--- config.mk ---
export PLATFORM = sky130hd
export DESIGN_NAME = fifo_rd_arbiter
export DESIGN_NICKNAME = d
export VERILOG_FILES = /design/src/rtl/fifo_rd_arbiter.sv
export SDC_FILE = /design/constraint.sdc
export NUM_CORES = 1
export LEC_CHECK = 0
export BUFFER_PORTS_ARGS = -buffer_cell sky130_fd_sc_hd__buf_2
export CAP_MARGIN = 20
export CORE_MARGIN = 8
export CORE_UTILIZATION = 45
export DETAILED_ROUTE_END_ITERATION = 16
export PLACE_DENSITY = 0.84
export SLEW_MARGIN = 20
export SYNTH_ARGS = -nofsm -noshare
export SYNTH_HDL_FRONTEND = slang
export SYNTH_SLANG_ARGS = --single-unit
--- constraint.sdc ---
create_clock -name rclk -period 1.6 [get_ports rclk]
set_input_delay 0.32 -clock rclk [delete_from_list [all_inputs] [get_ports rclk]]
set_output_delay 0.32 -clock rclk [all_outputs]
set_load 0.01 [all_outputs]
--- src/rtl/fifo_rd_arbiter.sv ---
// Round-robin read arbiter: grants one of four requesters a burst of up to
// BURST pops from a FIFO and forwards each word through an output register.
module fifo_rd_arbiter #(
    parameter int DSIZE = 8,
    parameter int BURST = 4
) (
    input  logic             rclk,
    input  logic             rrst,
    input  logic [3:0]       req,
    output logic [3:0]       gnt,
    input  logic             rempty,
    input  logic [DSIZE-1:0] rdata,
    output logic             rinc,
    output logic             out_valid,
    output logic [DSIZE-1:0] out_data,
    output logic [1:0]       out_id,
    input  logic             out_ready
);

    typedef enum logic {S_IDLE, S_BURST} state_t;

    state_t           state_q, state_d;
    logic [3:0]       gnt_q, gnt_d;
    logic [1:0]       last_q, last_d;
    logic [3:0]       cnt_q, cnt_d;
    logic             out_valid_q, out_valid_d;
    logic [DSIZE-1:0] out_data_q, out_data_d;
    logic [1:0]       out_id_q, out_id_d;

    logic [1:0]       win;
    logic             burst_done;

    // last_q doubles as the current owner while in S_BURST
    always_ff @(posedge rclk) begin
        if (rrst) begin
            state_q     <= S_IDLE;
            gnt_q       <= 4'b0000;
            last_q      <= 2'd3;
            cnt_q       <= 4'd0;
            out_valid_q <= 1'b0;
            out_data_q  <= '0;
            out_id_q    <= 2'd0;
        end else begin
            state_q     <= state_d;
            gnt_q       <= gnt_d;
            last_q      <= last_d;
            cnt_q       <= cnt_d;
            out_valid_q <= out_valid_d;
            out_data_q  <= out_data_d;
            out_id_q    <= out_id_d;
        end
    end

    always_comb begin
        win = last_q;
        for (int i = 4; i >= 1; i--) begin
            if (req[2'(last_q + 2'(i))]) win = 2'(last_q + 2'(i));
        end
    end

    always_comb begin
        state_d = state_q;
        case (state_q)
            S_IDLE:  if (|req) state_d = S_BURST;
            S_BURST: if (!req[last_q] || burst_done) state_d = S_IDLE;
            default: state_d = S_IDLE;
        endcase
    end

    always_comb begin
        rinc = (state_q == S_BURST) && !rempty && (!out_valid_q || out_ready)
               && req[last_q] && !rrst;
        burst_done = rinc && (cnt_q == 4'(BURST - 1));

        gnt_d       = gnt_q;
        last_d      = last_q;
        cnt_d       = cnt_q;
        out_valid_d = out_valid_q;
        out_data_d  = out_data_q;
        out_id_d    = out_id_q;

        if (state_q == S_IDLE) begin
            if (|req) begin
                gnt_d  = 4'b0001 << win;
                last_d = win;
                cnt_d  = 4'd0;
            end
        end else if (state_d == S_IDLE) begin
            gnt_d = 4'b0000;
            cnt_d = 4'd0;
        end else if (rinc) begin
            cnt_d = cnt_q + 4'd1;
        end

        if (rinc) begin
            out_valid_d = 1'b1;
            out_data_d  = rdata;
            out_id_d    = last_q;
        end else if (out_valid_q && out_ready) begin
            out_valid_d = 1'b0;
        end
    end

    assign gnt       = gnt_q;
    assign out_valid = out_valid_q;
    assign out_data  = out_data_q;
    assign out_id    = out_id_q;

endmodule

==> impl_metrics.ini <==
[outcome]
status = finished, violations left
failed_checks = setup timing

[placed_design]
post-place-ws_ps = -75.99
buffer_ports.inserted = 31
place_hpwl_mm = 2.167
gp_congestion = 0.9522
dp.cells = 185

[synth]
netlist_instances = 117
yosys_register_bits = 22
ys_seq_area_share_pct = 39.68
ys_types = 42
synth.avg_cell_area_um2 = 9.486
yosysWarnings = 0
postSynthNetCount = 134
netlist_area_um2 = 1110

[setup_path]
critPathArrivalTime_ps = 1460
r2r_setup_slack_ps = 20
critPathLaunchType = register
path_max_fanout = 2
timing_worst_setup_path_type = register to primary output
setup.worst_path.end_class = primary output
cp_data_required_time_ps = 1280

[clock_tree]
tritoncts.num_buffers = 3
clockRootBuffer = clkbuf_4
cts.sink_count = 22
cts.clk_slew.worst_paths_ps = 130
ctsHtreeMaxLevel = 1
clock_latency_late_sink_ps = 320
max-clock-path-buffers = 2
cts_tree = done

[die]
die-area_um2 = 4311
io-pin-count = 32
floorplan.initialDensity_pct = 46.05
chipHeight_um = 65.66
design.core.area_um2 = 2410
fp.dieW_um = 65.66
row_count = 18

[sta]
clock_skew_after_layout_ps = 3.738
finalWorstPathRequiredPeriod_ps = 1776
grt_setup_unrepaired = true
final_slew_viol_count = 0
tightestPinTransition_ps = 390.9
post_layout_worst_setup_margin_ps = -175.7
normalized_max_slew_margin_pct = 73.70
final_hold_viol_count = 0
setup_viol = 1
max_freq_mhz = 563.2
post-route-period-util_pct = 111.0

[final_layout]
n_antenna_cell = 0
final_cell_count_no_fill = 192
syn2layout_area_growth_pct = 33.60
fillerInstances = 194
nNetsFinal = 180
fraction_of_layout_instances_using_a_drive_strength_above_1_pct = 43.21

[pwr]
peakVddDrop_mv = 0.8946
power_leakage_nw = 0.7220
power.density_nw_per_um2 = 908.3

[global_route]
grt_pass1_vias = 1020
maximum_number_of_pins_on_one_net_before_global_route_repair = 18
globalRouteTotalUtil_pct = 13.19
antenna_found_initial = 0
global_route.overflow_total = 0
global_route_wire_length_before_repair_mm = 4.498

[worst_hold_path]
hold_class = input pin to register

[route]
antenna_left = 0
drt_wl_total_mm = 2.891
initial_drt_markers = 76
detail_route.vias_per_cell = 5.370
post-route-drc-count = 0
dr.pass1.iters = 4
vias = 1031
drt-wirelength-per-cell_um = 15.06

[job]
max-cap-violations = 0
==> repair_timing <==
action,4_1_cts,5_1_grt
setup endpoints to repair,7,18
setup buffers,2,1
gates resized for setup,6,7
hold buffers,0,0
endpoints found under the hold margin,0,0
==> sequential cells by signal (all words and copies together), names as in the netlist <==
register   cells
gnt            4
out_data       8
last_q         2
out_valid      1
cnt_q          4
out_id         2
state_q        1
==> per-stage QoR <==
stage / setup TNS (ps) / hold WS, ps / cell area (µm²) / utilization [%] / total power [W]
2_1_floorplan: 0 / 450.5 / 1110 / - / 0.0007871
3_3_place_gp: 0 / 460.5 / 1358 / 56.33 / 0.0008794
3_5_place_dp: -213.4 / 466.7 / 1358 / 56.33 / 0.0008918
4_1_cts: -189.1 / 229.3 / 1441 / 59.81 / 0.001335
5_1_grt: -729.9 / 233.9 / 1483 / 61.53 / 0.001409
6_report: -175.7 / 228.7 / 1483 / 61.53 / 0.001347
==> area by class of cell <==
type | count | area, µm² | area share (%)
inverters | 8 | 30.03 | 2.025
repair buffers | 46 | 277.8 | 18.73
flip-flops and latches | 22 | 446.7 | 30.13
multi-input cells | 82 | 638.1 | 43.04
clock inverters | 1 | 30.03 | 2.025
well taps | 30 | 37.54 | 2.532
clock buffers | 3 | 22.52 | 1.519
==> logic make-up (layout without fill, tap and decap cells) <==
group / count (synthesis) / after routing / share of synthesized area, %
simple gates: 45 / 45 / 22.66
compound gates: 23 / 23 / 16.68
flops: 22 / 22 / 39.68
mux: 13 / 13 / 13.98
buf+inv: 13 / 58 / 5.862
fa+ha+maj: 1 / 1 / 1.127
==> synth_stat cells <==
cell type	count	area, µm²
a21o_2	1	8.760
nand3_2	1	10.01
inv_1	8	30.03
a31oi_1	1	6.260
nor3b_1	1	7.510
a21oi_1	5	25.02
nor3_1	1	5.000
buf_2	1	5.000
nor2b_1	1	6.260
and3_1	1	6.260
o31a_1	1	8.760
nand4_1	1	6.260
nor4_1	1	6.260
a31o_2	1	8.760
o32ai_1	5	43.79
a21o_1	1	7.510
or2_2	2	12.51
mux2i_1	11	110.1
a221oi_1	1	8.760
or2b_1	1	7.510
nor2_1	10	37.54
nor3b_2	1	12.51
dfxtp_1	22	440.4
mux2i_4	1	22.52
or3_1	2	12.51
and2_1	1	6.260
nand2_1	8	30.03
ha_1	1	12.51
o211ai_1	2	15.01
and2_4	1	8.760
mux4_2	1	22.52
nand2b_1	4	25.02
o211a_1	1	10.01
clkbuf_1	2	7.510
a311oi_2	1	15.01
o22ai_2	1	12.51
buf_6	2	22.52
o21ai_0	1	5.000
nand3_1	5	25.02
nand3b_1	2	15.01
or4_4	1	11.26
a221o_1	1	10.01
==> layer usage <==
| layer | part of all wire [%] | wire length (µm) | vias up | global-route usage, % |
|---|---|---|---|---|
| li1 | - | - | 515 | - |
| met1 | 41 | 1193 | 473 | 14.75 |
| met2 | 50 | 1458 | 41 | 21.68 |
| met3 | 7.4 | 213 | 2 | 5.612 |
| met4 | 0.86 | 25 | 0 | 4.905 |
| met5 | 0 | 0 | - | 0 |
==> worst paths after layout <==
kind                                              from                  endpoint  cells past startpoint
worst min-delay path                          rdata[4]  out_data[4]$_SDFFE_PP0P_                      3
worst max-delay path            last_q[1]$_SDFFE_PP1P_                      rinc                      4
worst min register to register     gnt[2]$_SDFFE_PP0P_       gnt[2]$_SDFFE_PP0P_                      2
worst max register to register  last_q[1]$_SDFFE_PP1P_     cnt_q[0]$_SDFFE_PP0P_                      6
==> cells in the final DEF (no fill, tap or decap), drive strengths merged, types with 2 or more instances in the layout <==
master  count
a21o        2
nand3b      2
nand2b      4
nand2       8
clkbuf      3
a21oi       5
nand3       6
mux2i      12
nor3b       2
buf        46
or2         2
or3         2
o211ai      2
and2        2
inv         8
o32ai       5
dfxtp      22
nor2       10
==> worst max-delay path: stages, from the launching register on <==
cell	delay, ps
dfxtp_2	370
mux4_2	510
nand3_2	100
inv_2	40
buf_6	110
==> power by group <==
group          total (W)  switching (W)  internal [W]
combinational   0.000303       0.000150      0.000152
sequential      0.000606      0.0000256      0.000580
clock           0.000438       0.000185      0.000253
total            0.00135       0.000361      0.000986
Note: power is estimated with default switching activity, not from simulation.
